===== config.mk =====
export PLATFORM = sky130hd
export DESIGN_NAME = zebra_stripe_scanner
export DESIGN_NICKNAME = d
export VERILOG_FILES = /design/src/rtl/zebra_pkg.sv /design/src/rtl/zebra_stripe_run_counter.sv /design/src/rtl/zebra_stripe_scanner.sv
export SDC_FILE = /design/constraint.sdc
export NUM_CORES = 1
export LEC_CHECK = 0
export BUFFER_PORTS_ARGS = -buffer_cell sky130_fd_sc_hd__buf_2
export CORE_UTILIZATION = 60
export DETAILED_ROUTE_END_ITERATION = 16
export PLACE_DENSITY_LB_ADDON = 0.12
export SYNTH_ARGS = -nofsm -noshare
export SYNTH_HDL_FRONTEND = slang
export SYNTH_SLANG_ARGS = --single-unit

===== constraint.sdc =====
create_clock -name clk -period 6.8 [get_ports clk]
set_clock_uncertainty 0.2 [all_clocks]
set_input_delay 1.02 -clock clk [delete_from_list [all_inputs] [get_ports clk]]
set_output_delay 1.02 -clock clk [all_outputs]
set_load 0.05 [all_outputs]

===== src/rtl/zebra_pkg.sv =====
// Shared types and helpers for the zebra-crossing stripe scanner.
package zebra_pkg;

  typedef enum logic [1:0] {
    R_IDLE  = 2'd0,
    R_FIRST = 2'd1,
    R_RUN   = 2'd2
  } run_state_e;

  typedef enum logic {
    CLS_BLACK = 1'b0,
    CLS_WHITE = 1'b1
  } pix_cls_e;

  localparam int MAX_RUN_DFLT = 160;

  // Run counter must hold MAX_RUN+1, the saturation value that marks "too long".
  function automatic int run_w(input int max_run);
    return $clog2(max_run + 2);
  endfunction

  localparam int RUN_W = run_w(MAX_RUN_DFLT);

  function automatic int unsigned popcount(input logic [7:0] v);
    int unsigned n;
    n = 0;
    for (int i = 0; i < 8; i++) n += 32'(v[i]);
    return n;
  endfunction

endpackage


===== src/rtl/zebra_stripe_run_counter.sv =====
// Run-length FSM for one scan row: measures stripe runs and tracks the longest
// chain of consecutive in-range runs. Time-shared across bands by the top.
module zebra_stripe_run_counter
  import zebra_pkg::*;
#(
  parameter int MIN_RUN  = 8,
  parameter int MAX_RUN  = 160,
  parameter int RUN_BITS = RUN_W
) (
  input  logic       clk,
  input  logic       rst_n,
  input  logic       clr,
  input  logic       step,
  input  logic       first_px,
  input  logic       last_px,
  input  logic       cls,
  output logic [7:0] row_max,
  output logic [1:0] run_state
);

  localparam logic [1:0] ST_IDLE  = R_IDLE;
  localparam logic [1:0] ST_FIRST = R_FIRST;
  localparam logic [1:0] ST_RUN   = R_RUN;

  logic [1:0]          state_q, state_d;
  logic                prev_cls_q, prev_cls_d;
  logic [RUN_BITS-1:0] run_len_q, run_len_d;
  logic [7:0]          consec_q, consec_d;
  logic [7:0]          max_q, max_d;

  always_comb begin
    state_d    = state_q;
    prev_cls_d = prev_cls_q;
    run_len_d  = run_len_q;
    consec_d   = consec_q;
    max_d      = max_q;
    if (clr) begin
      state_d    = ST_IDLE;
      prev_cls_d = 1'b0;
      run_len_d  = '0;
      consec_d   = '0;
      max_d      = '0;
    end
    if (step) begin
      if (first_px) begin
        state_d    = ST_FIRST;
        prev_cls_d = cls;
        run_len_d  = RUN_BITS'(1);
        consec_d   = '0;
        max_d      = '0;
      end else begin
        case (state_q)
          // The run touching the left edge has no true start, so it is never scored.
          ST_FIRST: begin
            if (cls != prev_cls_q) begin
              state_d   = ST_RUN;
              run_len_d = RUN_BITS'(1);
            end
          end
          ST_RUN: begin
            if (cls != prev_cls_q) begin
              if (run_len_q >= RUN_BITS'(MIN_RUN) && run_len_q <= RUN_BITS'(MAX_RUN)) begin
                consec_d = (consec_q == 8'hFF) ? consec_q : consec_q + 8'd1;
                if (consec_d > max_q) max_d = consec_d;
              end else begin
                consec_d = '0;
              end
              run_len_d = RUN_BITS'(1);
            end else if (run_len_q != RUN_BITS'(MAX_RUN + 1)) begin
              run_len_d = run_len_q + RUN_BITS'(1);
            end
          end
          default: ;
        endcase
        prev_cls_d = cls;
      end
      if (last_px) state_d = ST_IDLE;
    end
  end

  always_ff @(posedge clk or negedge rst_n) begin
    if (!rst_n) begin
      state_q    <= ST_IDLE;
      prev_cls_q <= 1'b0;
      run_len_q  <= '0;
      consec_q   <= '0;
      max_q      <= '0;
    end else begin
      state_q    <= state_d;
      prev_cls_q <= prev_cls_d;
      run_len_q  <= run_len_d;
      consec_q   <= consec_d;
      max_q      <= max_d;
    end
  end

  assign row_max   = max_d;
  assign run_state = state_q;

endmodule


===== src/rtl/zebra_stripe_scanner.sv =====
// Streaming zebra-crossing detector on a pixel passthrough; hysteretic
// pixel classification is enabled with the ZEBRA_HYST_EN macro.
module zebra_stripe_scanner
  import zebra_pkg::*;
#(
  parameter int IMG_WIDTH       = 640,
  parameter int IMG_HEIGHT      = 480,
  parameter int W               = 8,
  parameter int NUM_BANDS       = 4,
  parameter int BAND_ROW0       = 240,
  parameter int BAND_PITCH      = 32,
  parameter int MIN_RUN         = 8,
  parameter int MAX_RUN         = 160,
  parameter int MIN_STRIPES     = 6,
  parameter int MIN_BANDS_AGREE = 3,
  parameter int HYST            = 16
) (
  input  logic                 clk,
  input  logic                 rst_n,
  input  logic [W-1:0]         white_thresh,
  input  logic                 x_valid,
  output logic                 x_ready,
  input  logic [W-1:0]         x_data,
  input  logic                 x_sof,
  output logic                 y_valid,
  input  logic                 y_ready,
  output logic [W-1:0]         y_data,
  output logic                 crossing_detected,
  output logic                 detection_valid,
  output logic [NUM_BANDS-1:0] band_hits,
  output logic [7:0]           best_stripes,
  output logic [1:0]           dbg_run_state
);

  localparam int XW = $clog2(IMG_WIDTH);
  localparam int YW = $clog2(IMG_HEIGHT);
  localparam int BW = (NUM_BANDS > 1) ? $clog2(NUM_BANDS) : 1;

  if (BAND_ROW0 + (NUM_BANDS - 1) * BAND_PITCH >= IMG_HEIGHT) begin : g_bad_rows
    $error("zebra_stripe_scanner: last band row lies outside the image");
  end
  if (NUM_BANDS < 1 || NUM_BANDS > 8) begin : g_bad_bands
    $error("zebra_stripe_scanner: NUM_BANDS must be 1..8");
  end
  if (HYST < 0 || HYST >= (1 << W) || MIN_RUN > MAX_RUN) begin : g_bad_cfg
    $error("zebra_stripe_scanner: bad HYST or run limits");
  end

  // Valid/ready: a pixel transfers on a cycle where x_valid and y_ready are both
  // high; the scanner never stalls, so ready and valid are straight wires.
  assign x_ready = y_ready;
  assign y_valid = x_valid;
  assign y_data  = x_data;

  logic accept, abort, frame_end;
  logic [XW-1:0] x_q, x_d, px_x;
  logic [YW-1:0] y_q, y_d, px_y;
  logic first_px, last_px, last_row;

  assign accept = x_valid & y_ready;

  always_comb begin
    px_x     = x_sof ? '0 : x_q;
    px_y     = x_sof ? '0 : y_q;
    first_px = (px_x == '0);
    last_px  = (px_x == XW'(IMG_WIDTH - 1));
    last_row = (px_y == YW'(IMG_HEIGHT - 1));
    x_d      = x_q;
    y_d      = y_q;
    if (accept) begin
      if (last_px) begin
        x_d = '0;
        y_d = last_row ? '0 : px_y + YW'(1);
      end else begin
        x_d = px_x + XW'(1);
        y_d = px_y;
      end
    end
  end

  // A sof pixel is coordinate (0,0), so it can never also be the frame's last pixel.
  assign abort     = accept & x_sof & ((x_q != '0) | (y_q != '0));
  assign frame_end = accept & last_px & last_row;

  logic          band_row;
  logic [BW-1:0] band_idx;

  always_comb begin
    band_row = 1'b0;
    band_idx = '0;
    for (int k = 0; k < NUM_BANDS; k++) begin
      if (px_y == YW'(BAND_ROW0 + k * BAND_PITCH)) begin
        band_row = 1'b1;
        band_idx = BW'(k);
      end
    end
  end

  logic pix_cls;

`ifdef ZEBRA_HYST_EN
  logic         cls_q;
  logic [W-1:0] hyst_low;
  logic         prev_cls;

  always_comb begin
    hyst_low = (white_thresh > W'(HYST)) ? white_thresh - W'(HYST) : '0;
    prev_cls = first_px ? CLS_BLACK : cls_q;
    if (x_data >= white_thresh)  pix_cls = CLS_WHITE;
    else if (x_data < hyst_low)  pix_cls = CLS_BLACK;
    else                         pix_cls = prev_cls;
  end

  always_ff @(posedge clk or negedge rst_n) begin
    if (!rst_n)      cls_q <= CLS_BLACK;
    else if (accept) cls_q <= pix_cls;
  end
`else
  assign pix_cls = (x_data >= white_thresh) ? CLS_WHITE : CLS_BLACK;
`endif

  logic [7:0] row_max;

  zebra_stripe_run_counter #(
    .MIN_RUN  (MIN_RUN),
    .MAX_RUN  (MAX_RUN),
    .RUN_BITS (run_w(MAX_RUN))
  ) u_run (
    .clk       (clk),
    .rst_n     (rst_n),
    .clr       (abort),
    .step      (accept & band_row),
    .first_px  (first_px),
    .last_px   (last_px),
    .cls       (pix_cls),
    .row_max   (row_max),
    .run_state (dbg_run_state)
  );

  logic [NUM_BANDS-1:0] hits_acc_q, hits_acc_d;
  logic [7:0]           best_acc_q, best_acc_d;
  logic [NUM_BANDS-1:0] band_hits_q, band_hits_d;
  logic [7:0]           best_q, best_d;
  logic                 crossing_q, crossing_d;
  logic                 det_q, det_d;

  always_comb begin
    hits_acc_d  = hits_acc_q;
    best_acc_d  = best_acc_q;
    band_hits_d = band_hits_q;
    best_d      = best_q;
    crossing_d  = crossing_q;
    det_d       = 1'b0;
    if (accept & band_row & last_px) begin
      hits_acc_d[band_idx] = (row_max >= 8'(MIN_STRIPES));
      if (row_max > best_acc_d) best_acc_d = row_max;
    end
    if (frame_end) begin
      band_hits_d = hits_acc_d;
      best_d      = best_acc_d;
      crossing_d  = (popcount(8'(hits_acc_d)) >= MIN_BANDS_AGREE);
      det_d       = 1'b1;
      hits_acc_d  = '0;
      best_acc_d  = '0;
    end
    if (abort) begin
      hits_acc_d = '0;
      best_acc_d = '0;
    end
  end

  always_ff @(posedge clk or negedge rst_n) begin
    if (!rst_n) begin
      x_q         <= '0;
      y_q         <= '0;
      hits_acc_q  <= '0;
      best_acc_q  <= '0;
      band_hits_q <= '0;
      best_q      <= '0;
      crossing_q  <= 1'b0;
      det_q       <= 1'b0;
    end else begin
      x_q         <= x_d;
      y_q         <= y_d;
      hits_acc_q  <= hits_acc_d;
      best_acc_q  <= best_acc_d;
      band_hits_q <= band_hits_d;
      best_q      <= best_d;
      crossing_q  <= crossing_d;
      det_q       <= det_d;
    end
  end

  assign crossing_detected = crossing_q;
  assign detection_valid   = det_q;
  assign band_hits         = band_hits_q;
  assign best_stripes      = best_q;

endmodule


==> Word-level counts from Yosys, hierarchy flattened <==
Index checks and enable logic that the tools add are counted.
{ "classes": {"magnitude_cmp": 9, "bitwise": 8, "n_eq_ne": 11, "addsub": 7, "reduce_logical": 6, "n_mux": 53} }
{ "ops": {"columns": ["cell", "count"], "rows": [
  ["$mux 8", 24],
  ["$eq 9x9->1 const B", 4],
  ["$mux 9", 3],
  ["$mux 10", 2],
  ["$add 8x1->8 const B", 2],
  ["$gt 8x8->1", 2],
  ["$mux 2", 8],
  ["$pmux 8 s2", 1],
  ["$mux 4", 3],
  ["$add 10x1->10 const B", 1],
  ["$eq 10x10->1 const B", 1],
  ["$logic_not 10->1", 1],
  ["$mux 1", 10],
  ["$reduce_bool 10->1", 1],
  ["$add 9x1->9 const B", 1],
  ["$eq 9x8->1 const B", 1],
  ["$reduce_bool 9->1", 1],
  ["$eq 8x8->1 const B", 1],
  ["$ge 8x3->1 const B", 1],
  ["$ge 8x4->1 const B", 1],
  ["$ge 8x8->1", 1],
  ["$le 8x8->1 const B", 1],
  ["$ne 8x8->1 const B", 1],
  ["$and 1x1->1", 7],
  ["other kinds (14)", 15]
]} }
{ "word_totals": {"output_inout_bits": 26, "register_bits": 72} }

==> Depth between registers and ports, before layout <==
{ "logic_depth": {"word_depth": 17, "depth_mapped": 24, "depth_no_buf": 22} }

==> Hierarchy <==
Synthesis repeated with hierarchy kept, for this count alone.
{ "unflattened": {"cells_unflattened": 541, "area_unflattened_um2": 4759.6} }
{ "by_module_without_submodules": {"columns": ["mod", "n_inst", "area_per_inst_um2", "seq_area_each_um2", "cells_each"], "rows": [
  ["zebra_stripe_scanner", 1, 2875.3, 1126.1, 327],
  ["zebra_stripe_run_counter", 1, 1884.3, 675.6, 214]
]} }

==> Worst setup path after synthesis <==
Ideal clock, no wire load.
{ "synth_path": {"path_kind": "input port to flip-flop", "startpoint": "in x_sof", "endpoint": "reg best_q[1] (netlist: best_stripes[1])", "n_path_buf": 3, "stages": 21, "setup_slack_ns": 1.619, "required_time_ns": 6.473, "t_arrival_ns": 4.854, "setup_time_ns": 0.127, "cell_sequence": "clkbuf_1 > clkbuf_1 > nand2b_1 > ha_1 > and3b_1 > nand2_1 > a21o_1 > nor4_4 > nor3_1 > a22oi_1 > inv_1 > ha_1 > nor2b_1 > o21a_1 > o21a_1 > o21ai_0 > a21oi_1 > o31a_1 > buf_2 > nor2_1 > o21ai_0"} }
{ "synth_via": {"elab_chain_len": 12, "word_cells_on_any_way": 29, "classes_between": "1 x order compare; 6 x eq/ne; 15 x mux; 6 x bitwise; 1 x reduce/logical"} }
{ "synth_rtl": {"columns": ["element", "line", "text"], "rows": [
  ["start: declaration", "zebra_stripe_scanner.sv:24", "input logic x_sof,"],
  ["branches (longest 8 deep; another with $mux 9)", null, null],
  ["$mux 8 *", "zebra_stripe_run_counter.sv:44", "if (step) begin"],
  ["net row_max[1]", "zebra_stripe_scanner.sv:122", "logic [7:0] row_max;"],
  ["$gt 8x8->1", "zebra_stripe_scanner.sv:156", "if (row_max > best_acc_d) best_acc_d = row_max;"],
  ["$mux 8 *", "zebra_stripe_scanner.sv:156", null],
  ["$mux 8 *", "zebra_stripe_scanner.sv:154", "if (accept & band_row & last_px) begin"],
  ["end signal: assignment", "zebra_stripe_scanner.sv:188", "best_q <= best_d;"],
  ["end: declaration", "zebra_stripe_scanner.sv:143", "logic [7:0] best_q, best_d;"]
]} }
Mark *: on every way through the listed nets, which the timed path passes.
A chain may end at the register's enable or synchronous reset.

==> Final worst setup path <==
{ "layout_path": {"startpoint": "reg u_run.consec_q[0]", "endpoint": "reg best_acc_q[4]"} }
{ "layout_via": {"elab_chain_len": 14, "word_cells_on_any_way": 15, "classes_between": "1 x add/sub; 2 x order compare; 1 x eq/ne; 11 x mux"} }
{ "layout_rtl": {"columns": ["element", "line", "text"], "rows": [
  ["start: declaration", "zebra_stripe_run_counter.sv:28", "logic [7:0] consec_q, consec_d;"],
  ["start signal: assignment", "zebra_stripe_run_counter.sv:92", "consec_q <= consec_d;"],
  ["$add 8x1->8 / $eq 8x8->1 (equally long branches)", "zebra_stripe_run_counter.sv:63", "consec_d = (consec_q == 8'hFF) ? consec_q : consec_q + 8'd1;"],
  ["$mux 8 *", "zebra_stripe_run_counter.sv:63", null],
  ["$gt 8x8->1", "zebra_stripe_run_counter.sv:64", "if (consec_d > max_q) max_d = consec_d;"],
  ["$mux 8 *", "zebra_stripe_run_counter.sv:64", null],
  ["$mux 8 *", "zebra_stripe_run_counter.sv:62", "if (run_len_q >= RUN_BITS'(MIN_RUN) && run_len_q <= RUN_BITS'(MAX_RUN)) begin"],
  ["$mux 8 *", "zebra_stripe_run_counter.sv:61", "if (cls != prev_cls_q) begin"],
  ["$mux 8 *", "zebra_stripe_run_counter.sv:52", "case (state_q)"],
  ["$mux 8 *", "zebra_stripe_run_counter.sv:45", "if (first_px) begin"],
  ["$mux 8 *", "zebra_stripe_run_counter.sv:44", null],
  ["net row_max[1]", "zebra_stripe_scanner.sv:122", null],
  ["$gt 8x8->1 *", "zebra_stripe_scanner.sv:156", null],
  ["$mux 8 *", "zebra_stripe_scanner.sv:156", null],
  ["$mux 8 *", "zebra_stripe_scanner.sv:154", null],
  ["$mux 8 *", "zebra_stripe_scanner.sv:158", "if (frame_end) begin"],
  ["$mux 8 *", "zebra_stripe_scanner.sv:166", "if (abort) begin"],
  ["net best_acc_d[4]", "zebra_stripe_scanner.sv:141", "logic [7:0] best_acc_q, best_acc_d;"],
  ["end signal: assignment", "zebra_stripe_scanner.sv:186", "best_acc_q <= best_acc_d;"],
  ["end: declaration", "zebra_stripe_scanner.sv:141", null]
]} }
Mark *: on every way through the listed nets, which the timed path passes. The rest lies on a longest branch.

==> qor.csv <==
stage,metric,value,unit
finish,syn2layout_area_growth,9.021,%
finish,drive_gt1_frac,0.1267,
cts,htreeDepth,3,
route,wl_per_cell,15.71,µm
yosys,synth_fa_ha_area_frac,0.09636,
sta,final-setup-viol-count,0,
sta,finalSetupTns,0,ns
yosys,ys_seq_area_frac,0.3690,
cts,clk_pin_slew,0.08,ns
cts,root_buffer,clkbuf_8,
finish,num-nets-final,653,
sta,max_freq,170.8,MHz
cts,cts_tree,done,
yosys,synth_cell_types,62,
sta,fin_crit_sh,0.8610,
pwr,power_density,179.6,nW/µm²
place,place_ws,1.109,ns
pwr,leakage,2.448,nW
yosys,synth_edf_count,0,
hold_path,hold_class,reg -> reg,
cts,clock-sinks,72,
finish,nFillCells,651,
yosys,synth_area_per_cell,8.580,µm²
setup_path,critPathLaunch,u_run.consec_q[0],
pwr,peakVddDrop,116.4,µV
route,drcViolationCount,0,
cts,clk_latency,0.35,ns
setup_path,r2r_end,best_acc_q[4],
sta,worst_pin_slew,0.9797,ns
sta,rsz0062_at_grt,false,
yosys,synth_flop_cell,dfrtp_1,
setup_path,r2r_start,u_run.consec_q[0],
global_route,grt.overflow.total,0,
run_status,status,completed,
yosys,synth_top_family_by_area,simple AND/OR/NAND/NOR gates,
finish,diodes,0,
global_route,grt_pass1_wl,18580,µm
die,io_pins,47,
die,core_region_area,7807,µm²
global_route,grt_pass1_vias,4046,
yosys,yosys-top-cells-area,"dfrtp_1 (37%), ha_1 (9.2%), nand2_1 (4.7%)",
route,vias_per_cell,6.158,
finish,final_util,0.6817,
setup_path,worstRegToRegCells,22,
setup_path,crit_type,reg -> reg,
sta,setup_slack,0.9452,ns
place,hpwl,7948,µm
global_route,antenna_found_initial,0,
route,final_antenna_net_count,0,
cts,ctsLongestPathBuffers,2,
yosys,synthMuxAreaShare,0.02768,
yosys,synth.top_cell.area_share,0.3690,
finish,design_area,5323,µm²
place,place_congestion,0.8679,
setup_path,rrSetupSlack,0.95,ns
yosys,synth_xor_xnor_area_share,0.005382,
setup_path,arrival,5.91,ns
cts,postCtsSetupBuffers,0,
place,place_area,5079,µm²
setup_path,path_max_fanout,12,
yosys,netlist_instances,569,
route,first_iter_violations,183,
sta,hold_viol_final,0,
route,dr.pass1.iters,4,
die,start_util,0.6253,
sta,maxSlewViolCount,0,
cts,cts_buffers,9,
yosys,synth_compound_area_frac,0.2125,
cts,ctsHoldBuffers,0,
sta,finalCriticalPeriod,5.855,ns
yosys,synth_area,4882,µm²
global_route,grt_use_total,0.2767,
yosys,synth.most_common_cell,dfrtp_1,
cts,cts_resized,0,
die,fp.dieArea,8502,µm²
yosys,synth_top_cell_by_area,dfrtp_1,
run,drv_cap,0,
die,die_y,92.21,µm
route,num_vias,4323,
place,port_buffers,46,
setup_path,crit_end,best_acc_q[4],
setup_path,required,6.86,ns
setup_path,cp-start-kind,flop,
yosys,ys_seq_elements,72,
route,routed_wl,11030,µm
yosys,yosys-top-cells-count,"dfrtp_1 (72), nand2_1 (61), nor2_1 (44)",
yosys,yosys_warnings,0,
die,die_w,92.21,µm
setup_path,endpoint_kind,flop,
yosys,synthSimpleGateAreaFrac,0.2207,
die,rows,32,
yosys,syn_nets,627,
sta,slew_headroom,0.3418,
global_route,grt_max_degree,73,
yosys,ys_async_sr_fraction,1.000,
==> metrics by stage <==
step / cells / hold slack (ns) / total power, mW
2_1_floorplan: 569 / 0.2646 / 0.5153
3_5_place_dp: 686 / 0.2731 / 0.5432
5_1_grt: 702 / 0.3128 / 0.9893
3_3_place_gp: 686 / 0.2607 / 0.5399
4_1_cts: 702 / 0.2915 / 0.9590
6_report: 702 / 0.2843 / 0.9559
==> final cells by class <==
| type | count | area [µm²] | share of cell area |
|---|---|---|---|
| Inverter | 40 | 150.1 | 0.02821 |
| Clock inverter | 6 | 116.4 | 0.02186 |
| Sequential cell | 72 | 1802 | 0.3385 |
| Tap cell | 102 | 127.6 | 0.02398 |
| Multi-Input combinational cell | 423 | 2746 | 0.5160 |
| Timing Repair Buffer | 49 | 252.7 | 0.04748 |
| Clock buffer | 10 | 127.6 | 0.02398 |
==> sequential cells by signal (all words and copies together) (netlist names) <==
| register | cells |
|---|---|
| x_q | 10 |
| y_q | 9 |
| best_acc_q | 8 |
| best_stripes | 8 |
| u_run.consec_q | 8 |
| u_run.max_q | 8 |
| u_run.run_len_q | 8 |
| band_hits | 4 |
| hits_acc_q | 4 |
| u_run.run_state | 2 |
| crossing_detected | 1 |
| detection_valid | 1 |
| u_run.prev_cls_q | 1 |
==> cell families (layout without fill, tap and decap cells) <==
group | after synthesis | after routing
AOI/OAI and AO/OA | 162 | 162
xor gates and xnor gates | 3 | 3
adders and majority gates | 37 | 37
buffers and inverters | 74 | 105
DFF | 72 | 72
muxes | 13 | 13
and+or+nand+nor | 208 | 208
==> critical path, cell delays in order (launching register included) <==
cell      delay (ns)
dfrtp_1         0.45
ha_1            0.23
and3_1          0.26
and3_1          0.35
mux2_2          0.41
ha_1            0.30
nor2b_1         0.14
o211ai_1        0.09
a21oi_1         0.13
a211oi_1        0.10
nor4_4          0.58
nor3_1          0.18
a22oi_1         0.34
inv_1           0.10
ha_1            0.30
nor2b_1         0.14
o21a_1          0.17
o21a_1          0.17
o21ai_0         0.19
a21oi_1         0.10
o31a_1          0.46
nor2b_1         0.21
nor3_1          0.18
==> per-layer routing <==
layer  up-vias  track usage  wire [µm]  part of all wire
met3        21      0.04478        455             0.041
met1      2084       0.3710       5025              0.46
met5         -            0          0                 0
li1       2101            -          -                 -
met4         0       0.1029        219             0.020
met2       117       0.4515       5330              0.48
==> power by group <==
group	internal, mW	leakage [nW]	switching (mW)
registers	0.432	1.00	0.00359
clock network	0.247	0.121	0.175
logic	0.0307	1.32	0.0681
==> cell usage in the layout (no fill, tap or decap), types with 4 or more instances in the layout <==
master / count
a211oi_1: 10
a21oi_1: 39
a22oi_1: 9
a31oi_1: 11
and2_1: 5
and3_1: 5
buf_2: 46
clkbuf_8: 9
dfrtp_1: 72
ha_1: 36
inv_1: 40
mux2_2: 4
mux2i_1: 9
nand2_1: 61
nand2b_1: 10
nand3_1: 21
nand4_1: 7
nor2_1: 44
nor2b_1: 12
nor3_1: 12
nor3b_1: 5
nor4_1: 7
o211ai_1: 5
o21a_1: 7
o21ai_0: 42
o21ai_1: 9
o31ai_1: 7
==> worst min path at each step <==
| stage | depth (start not counted) | from | end |
|---|---|---|---|
| floorplan | 2 | x_q[0] | x_q[0] |
| detailed placement | 2 | best_stripes[6] | best_stripes[6] |
| global route | 2 | band_hits[0] | band_hits[0] |
| CTS | 2 | best_stripes[6] | best_stripes[6] |
| finish | 2 | best_stripes[6] | best_stripes[6] |
| global placement | 2 | band_hits[3] | band_hits[3] |
(Power assumes the default switching activity.)
